`src/rtl/i2c_start_stop_unit_pkg.sv`:
```
// Shared types and defaults for the I2C START/STOP framing unit.
`default_nettype none

package ssu_pkg;

    localparam int SSU_CLK_DIV     = 2;
    localparam int SSU_TBUF_PHASES = 2;

    typedef enum logic [2:0] {
        IDLE     = 3'd0,
        START    = 3'd1,
        ACTIVE   = 3'd2,
        STOP     = 3'd3,
        BUS_FREE = 3'd4
    } ssu_state_e;

endpackage

`default_nettype wire

```
`src/rtl/i2c_start_stop_unit_scl_phase_timer.sv`:
```
// Phase counter for the framing unit: counts 0..CLK_DIV-1 while enabled, ticks on the last count.
`default_nettype none

module scl_phase_timer #(
    parameter int CLK_DIV = 2
) (
    input  logic mclk_i,
    input  logic rst_i,
    input  logic en_i,
    output logic tick_o
);

    localparam int CNT_W = (CLK_DIV > 1) ? $clog2(CLK_DIV) : 1;
    localparam logic [CNT_W-1:0] CNT_LAST = CNT_W'(CLK_DIV - 1);

    logic [CNT_W-1:0] cnt_q;
    logic [CNT_W-1:0] cnt_d;

    always_comb begin
        cnt_d = cnt_q;
        if (!en_i || tick_o) begin
            cnt_d = '0;
        end else begin
            cnt_d = cnt_q + CNT_W'(1);
        end
    end

    always_ff @(posedge mclk_i) begin
        if (!rst_i) begin
            cnt_q <= '0;
        end else begin
            cnt_q <= cnt_d;
        end
    end

    assign tick_o = en_i && (cnt_q == CNT_LAST);

endmodule

`default_nettype wire

```
`src/rtl/i2c_start_stop_unit.sv`:
```
// I2C master framing: START/STOP generation and free-running SCL while busy is held.
// Optional macro SSU_TBUF_EN adds a BUS_FREE state of TBUF_PHASES phases after every STOP.
`default_nettype none

module i2c_start_stop_unit
    import ssu_pkg::*;
#(
    parameter int CLK_DIV     = SSU_CLK_DIV,
    parameter int TBUF_PHASES = SSU_TBUF_PHASES
) (
    input  logic mclk,
    input  logic rst,
    input  logic busy,
    output logic iSCL,
    output logic oSDA
);

    if (CLK_DIV < 1 || TBUF_PHASES < 1) begin : g_param_check
        $error("i2c_start_stop_unit: CLK_DIV and TBUF_PHASES must be >= 1");
    end

    ssu_state_e state_q;
    ssu_state_e state_d;
    logic       scl_q;
    logic       scl_d;
    logic       sda_q;
    logic       sda_d;
    logic       tick;
    logic       bf_done;

    scl_phase_timer #(
        .CLK_DIV (CLK_DIV)
    ) u_timer (
        .mclk_i (mclk),
        .rst_i  (rst),
        .en_i   (state_q != IDLE),
        .tick_o (tick)
    );

`ifdef SSU_TBUF_EN
    localparam int BF_W = (TBUF_PHASES > 1) ? $clog2(TBUF_PHASES) : 1;
    localparam logic [BF_W-1:0] BF_LAST = BF_W'(TBUF_PHASES - 1);

    logic [BF_W-1:0] bf_cnt_q;

    // Counts completed phases spent in BUS_FREE.
    always_ff @(posedge mclk) begin
        if (!rst || state_q != BUS_FREE) begin
            bf_cnt_q <= '0;
        end else if (tick) begin
            bf_cnt_q <= (bf_cnt_q == BF_LAST) ? '0 : bf_cnt_q + BF_W'(1);
        end
    end

    assign bf_done = tick && (bf_cnt_q == BF_LAST);
`else
    assign bf_done = 1'b0;
`endif

    always_ff @(posedge mclk) begin
        if (!rst) begin
            state_q <= IDLE;
            scl_q   <= 1'b1;
            sda_q   <= 1'b1;
        end else begin
            state_q <= state_d;
            scl_q   <= scl_d;
            sda_q   <= sda_d;
        end
    end

    always_comb begin
        state_d = state_q;
        case (state_q)
            IDLE:   if (busy) state_d = START;
            START:  if (tick) state_d = ACTIVE;
            ACTIVE: if (tick && !scl_q && !busy) state_d = STOP;
`ifdef SSU_TBUF_EN
            STOP:     if (tick) state_d = BUS_FREE;
            BUS_FREE: if (bf_done) state_d = IDLE;
`else
            STOP:   if (tick) state_d = IDLE;
`endif
            default: state_d = IDLE;
        endcase
    end

    // Next register values for the pads; SCL toggles on every ACTIVE tick, both busy cases raise it.
    always_comb begin
        scl_d = scl_q;
        sda_d = sda_q;
        case (state_q)
            IDLE: begin
                scl_d = 1'b1;
                sda_d = !busy;
            end
            START: begin
                scl_d = !tick;
                sda_d = 1'b0;
            end
            ACTIVE: begin
                sda_d = 1'b0;
                if (tick) scl_d = !scl_q;
            end
            STOP: begin
                scl_d = 1'b1;
                sda_d = tick;
            end
            default: begin
                scl_d = 1'b1;
                sda_d = 1'b1;
            end
        endcase
    end

    assign iSCL = scl_q;
    assign oSDA = sda_q;

endmodule

`default_nettype wire

```
`config.mk`:
```
export PLATFORM = sky130hd
export DESIGN_NAME = i2c_start_stop_unit
export DESIGN_NICKNAME = d
export VERILOG_FILES = /design/src/rtl/i2c_start_stop_unit_pkg.sv /design/src/rtl/i2c_start_stop_unit_scl_phase_timer.sv /design/src/rtl/i2c_start_stop_unit.sv
export SDC_FILE = /design/constraint.sdc
export NUM_CORES = 1
export LEC_CHECK = 0
export BUFFER_PORTS_ARGS = -buffer_cell sky130_fd_sc_hd__buf_4
export CORE_AREA = 3 3 40 42
export DETAILED_ROUTE_END_ITERATION = 8
export DIE_AREA = 0 0 43 45
export PLACE_DENSITY = 0.37
export SYNTH_ARGS = -nofsm -noshare
export SYNTH_HDL_FRONTEND = slang
export SYNTH_SLANG_ARGS = --single-unit
```
`constraint.sdc`:
```
create_clock -name mclk -period 1.43 [get_ports mclk]
set_input_delay 0.143 -clock mclk [delete_from_list [all_inputs] [get_ports mclk]]
set_output_delay 0.143 -clock mclk [all_outputs]
set_load 0.01 [all_outputs]
```
Word-level counts from Yosys, hierarchy flattened --
Index checks and enable logic that the tools add are counted.
Operators by class: $add $sub $neg 1, multipliers 0, divide/modulo/power cells 0, order comparisons 0, equality and inequality tests 8, shifts and indexed selects 0, muxes and demuxes 8, bitwise logic cells 1, reduce and logical (&&, ||, !) cells 13
Operators with widths (number):
- $mux W3 | 4
- $pmux W3 S4 | 1
- $ne A2 B2 Y1 const B | 5
- $eq A3 B2 Y1 const B | 2
- $logic_not A1 Y1 | 4
- $reduce_and A4 Y1 | 1
- $reduce_or A2 Y1 | 2
- $eq A3 B1 Y1 const B | 1
- $logic_and A1 B1 Y1 | 3
- $logic_not A3 Y1 | 1
- $pmux W1 S3 | 1
- $reduce_bool A3 Y1 | 1
- $pmux W1 S2 | 1
- $add A1 B1 Y1 const B | 1
- $logic_or A1 B1 Y1 | 1
- $mux W1 | 1
- $not A1 Y1 | 1
Storage, ports and cells: register bits after elaboration 6, bits in latches 0, bits in writable memories 0, bits in read-only memories 0, bits of input ports 3, output and inout port bits 2, logic and storage cells 35, memories 0

Longest topological paths before layout --
depth in word-level cells 6, mapped depth 5, depth with buffers taken out 5

Modules after synthesis --
Synthesis repeated with hierarchy kept, for this count alone.
Second synthesis, totals: cells, all modules 32, area total of the unflattened synthesis 312.8 sq um
By module, submodules not included:
- i2c_start_stop_unit | times used 1, cells an instance 29, area an instance 276.5 sq um, sequential area each 80.1 sq um
- scl_phase_timer | times used 1, cells an instance 3, area an instance 36.3 sq um, sequential area each 20.0 sq um

Worst setup path before layout --
No wires, ideal clock.
path type register to register, start register state_q[0], end register scl_q (netlist: iSCL), setup time 0.125 ns, arrival time 1.114 ns, required time 1.305 ns, path slack 0.191 ns, cell stages (with the launch flop) 6, path buffers 0, period minus slack after synthesis 1.239 ns, cells stage by stage dfxtp_1 inv_1 ha_1 or2b_1 a21oi_1 o31ai_2
Between the ends: cells in the longest elaborated chain, start to end 4, elaborated cells on any way between the ends 7, classes of those cells eq/ne: 3; mux: 1; reduce/logical: 3
Ends and longest elaborated chain:
- start: declaration | line i2c_start_stop_unit.sv:22 | ssu_state_e state_q;
- start signal: assignment | line i2c_start_stop_unit.sv:66 | state_q <= state_d;
- $reduce_bool A3 Y1 | line i2c_start_stop_unit.sv:36 | .en_i (state_q != IDLE),
- $logic_and A1 B1 Y1 | line i2c_start_stop_unit_scl_phase_timer.sv:36 | assign tick_o = en_i && (cnt_q == CNT_LAST);
- $logic_not A1 Y1 | line i2c_start_stop_unit.sv:98 | scl_d = !tick;
- $pmux W1 S2 | line i2c_start_stop_unit.sv:92 | case (state_q)
- end signal: assignment | line i2c_start_stop_unit.sv:67 | scl_q <= scl_d;
- end: declaration | line i2c_start_stop_unit.sv:24 | logic scl_q;
Several ways; a longest one is shown, not always the timed one. A chain may end at the register's enable or synchronous reset.

Final worst setup path --
start register state_q[1], end register scl_q (netlist: iSCL)
The elaborated chain is that of the path after synthesis.

==> flow_summary.yaml <==
cts:
  cts-root-buf: "sky130_fd_sc_hd__clkbuf_4"
  cts_setup_buffers: 0
  tritoncts: "yes"
  path_clk_slew_ps: 50
  tritoncts_sinks: 5
  cts-buffers-inserted: 3
  htreeDepth: 1
  worst_skew_pair.late_latency_ps: 250
  clk_path_buf_depth: 2
route:
  post-route-drc-count: 0
  met3RoutedLength_um: 43
  drt.antenna.violating_nets: 0
  route.detailed.wl_per_inst_um: 11.7
  wire_length_reported_by_the_detailed_router_um: 632
  drt_iter0_markers: 2
  route.vias.total: 246
  routedLengthMet1_um: 293
  routed.top_layer: "met4"
  avgViaCountPerCell: 4.56
  drt_pass1_iterations: 2
  met2WireLength_um: 286
place:
  portBuffers: 4
  detailedPlace.worstSlack_ps: 82.0
  gpl.final_weighted_congestion: 0.760
  hpwl_um: 474
critical_path:
  crit_start: "state_q[1]"
  setup.worst_path.start_class: "register"
  critPathArrivalTime_ps: 1460
  worstSetupEndpointType: "register"
  rr_endpoint: "iSCL"
  worstSetupPathType: "register to register"
  timing.rr.start: "state_q[1]"
  worst-r2r-setup-slack_ps: 100
  crit_required_ps: 1560
  path_max_fanout: 5
  crit_end: "iSCL"
  r2r_worst_path_depth: 5
power:
  power_density_nw_per_um2: 2230
  post-layout-total-power_uw: 832
  p_leak_nw: 0.153
  max-vdd-ir-drop_mv: 0.706
floorplan:
  die-area_um2: 1940
  io_pins: 5
  placeableCoreArea_um2: 1280
  floorplan.initialDensity: 0.230
  fp.dieW_um: 43
  std_cell_rows: 13
  die_height_um: 45
final_layout:
  flow.area_growth_from_synthesis_pct: 26.7
  finish.net_count: 47
  drive_above_1_share: 0.282
  mostFrequentLayoutCells: "sky130_fd_sc_hd__ha_1, sky130_fd_sc_hd__dfxtp_1, sky130_fd_sc_hd__buf_4"
  num_antenna_cells: 0
  fill_cell_instance_count_of_the_final_layout: 138
global_routing:
  number_of_global_route_vias_before_repair: 239
  pin_count_of_the_biggest_net_entering_global_routing: 8
  antenna_found_initial: 0
  first_pass_grt_wire_length_um: 1090
  track_usage: 0.0825
  grt_ovf: 0
min_path:
  worst_hold_path_type: "primary input to register"
synthesis:
  ys.warnings.count: 0
  cell_area_after_synthesis_um2: 295
  synth-seq-area-share: 0.339
  syn-num-nets: 38
  ys_ff_latch: 5
  top_cell_type_s_share_of_synthesized_area: 0.339
  synthesis.area_per_instance_um2: 9.53
  synth_largest_area_cell: "sky130_fd_sc_hd__dfxtp_1"
  synthCells: 31
  cells_taking_the_most_area_after_synthesis: "sky130_fd_sc_hd__dfxtp_1, sky130_fd_sc_hd__ha_1, sky130_fd_sc_hd__mux2i_1"
  synth.distinct_cells: 16
timing:
  finalCritPeriodShare: 0.928
  slew_worst_pin_ps: 247
  timing.final.hold_violations: 0
  worst_slew_margin_rel: 0.834
  finalCriticalPeriod_ps: 1330
  final_critical_path_setup_slack_ps: 103
  rsz0062_at_grt: "no"
  finalSetupViolations: 0
  highest_achievable_clock_rate_ghz: 0.753
  timing.setup.tns_ps: 0
  slew_viols_final: 0
  fin_worst_skew_ps: 9.50
status:
  run_status: "finished clean"
run:
  max_cap_violations: 0
-- kinds of logic (layout without fill, tap and decap cells) --
| group | after synthesis | after routing | synth area share |
|---|---|---|---|
| AO/OA/AOI/OAI | 6 | 6 | 0.169 |
| adder cells (fa/ha/maj) | 4 | 4 | 0.169 |
| buffers and inverters | 3 | 11 | 0.0381 |
| flip-flops | 5 | 5 | 0.339 |
| multiplexers | 2 | 2 | 0.0678 |
| AND/OR/NAND/NOR | 11 | 11 | 0.216 |
-- sequential cells by signal (all words and copies together), names as in the netlist --
name           flops
u_timer.cnt_q      1
state_q            2
iSCL               1
oSDA               1
-- synth_stat cells --
| library cell | count |
|---|---|
| sky130_fd_sc_hd__dfxtp_1 | 5 |
| sky130_fd_sc_hd__nand2b_1 | 2 |
| sky130_fd_sc_hd__o211ai_1 | 2 |
| sky130_fd_sc_hd__a22oi_2 | 1 |
| sky130_fd_sc_hd__or2b_1 | 1 |
| sky130_fd_sc_hd__mux2i_1 | 2 |
| sky130_fd_sc_hd__nor3b_1 | 2 |
| sky130_fd_sc_hd__inv_1 | 3 |
| sky130_fd_sc_hd__o21ai_0 | 1 |
| sky130_fd_sc_hd__nand2_1 | 3 |
| sky130_fd_sc_hd__nor3_1 | 1 |
| sky130_fd_sc_hd__and3_1 | 1 |
| sky130_fd_sc_hd__nor2b_1 | 1 |
| sky130_fd_sc_hd__a21oi_1 | 1 |
| sky130_fd_sc_hd__o31ai_2 | 1 |
| sky130_fd_sc_hd__ha_1 | 4 |
-- critical path, cell delays in order (launching register included) --
cell                      delay, ps
sky130_fd_sc_hd__dfxtp_1        370
sky130_fd_sc_hd__inv_1           80
sky130_fd_sc_hd__ha_1           240
sky130_fd_sc_hd__or2b_1         260
sky130_fd_sc_hd__a21oi_1        190
sky130_fd_sc_hd__o31ai_2         80
-- per-layer routing --
metal	vias to the layer above	GRT usage
li1	123	-
met1	116	0.0918
met2	5	0.120
met3	2	0.0717
met4	0	0.0181
met5	-	0
-- stage by stage --
| stage | instance area, um2 | std cells | hold WS [ps] | util |
|---|---|---|---|---|
| 2_1_floorplan | 295 | 31 | 208 | - |
| 3_3_place_gp | 344 | 50 | 370 | 0.268 |
| 3_5_place_dp | 344 | 50 | 379 | 0.268 |
| 4_1_cts | 370 | 54 | 113 | 0.288 |
| 5_1_grt | 374 | 54 | 120 | 0.291 |
| 6_report | 374 | 54 | 119 | 0.291 |
-- how the worst min path moves through the flow --
| stage | cells past startpoint | slack (ps) | end | from |
|---|---|---|---|---|
| 2_1_floorplan | 1 | 210 | iSCL | rst |
| 3_3_place_gp | 2 | 370 | iSCL | rst |
| 3_5_place_dp | 2 | 380 | iSCL | rst |
| 4_1_cts | 2 | 110 | iSCL | rst |
| 5_1_grt | 2 | 120 | iSCL | rst |
| 6_report | 2 | 120 | iSCL | rst |
-- layout make-up --
type / instances / area (um2) / area share
clock buffer: 4 / 26.3 / 0.0702
inverter: 3 / 11.3 / 0.0301
tap: 15 / 18.8 / 0.0502
sequential: 5 / 101 / 0.271
timing repair buffer: 4 / 30.0 / 0.0803
multi-input combinational: 23 / 186 / 0.498
-- power breakdown --
group | switching [mW] | internal [mW]
clock network | 0.0653 | 0.106
logic | 0.210 | 0.199
registers | 0.0499 | 0.202
total | 0.325 | 0.507
-- timing repair --
item / in CTS / in global routing
hold endpoints to repair: 0 / 0
hold buffers: 0 / 0
endpoints found under the setup margin: 0 / 1
resized for setup: 0 / 2
Note: power is estimated with default switching activity, not from simulation.
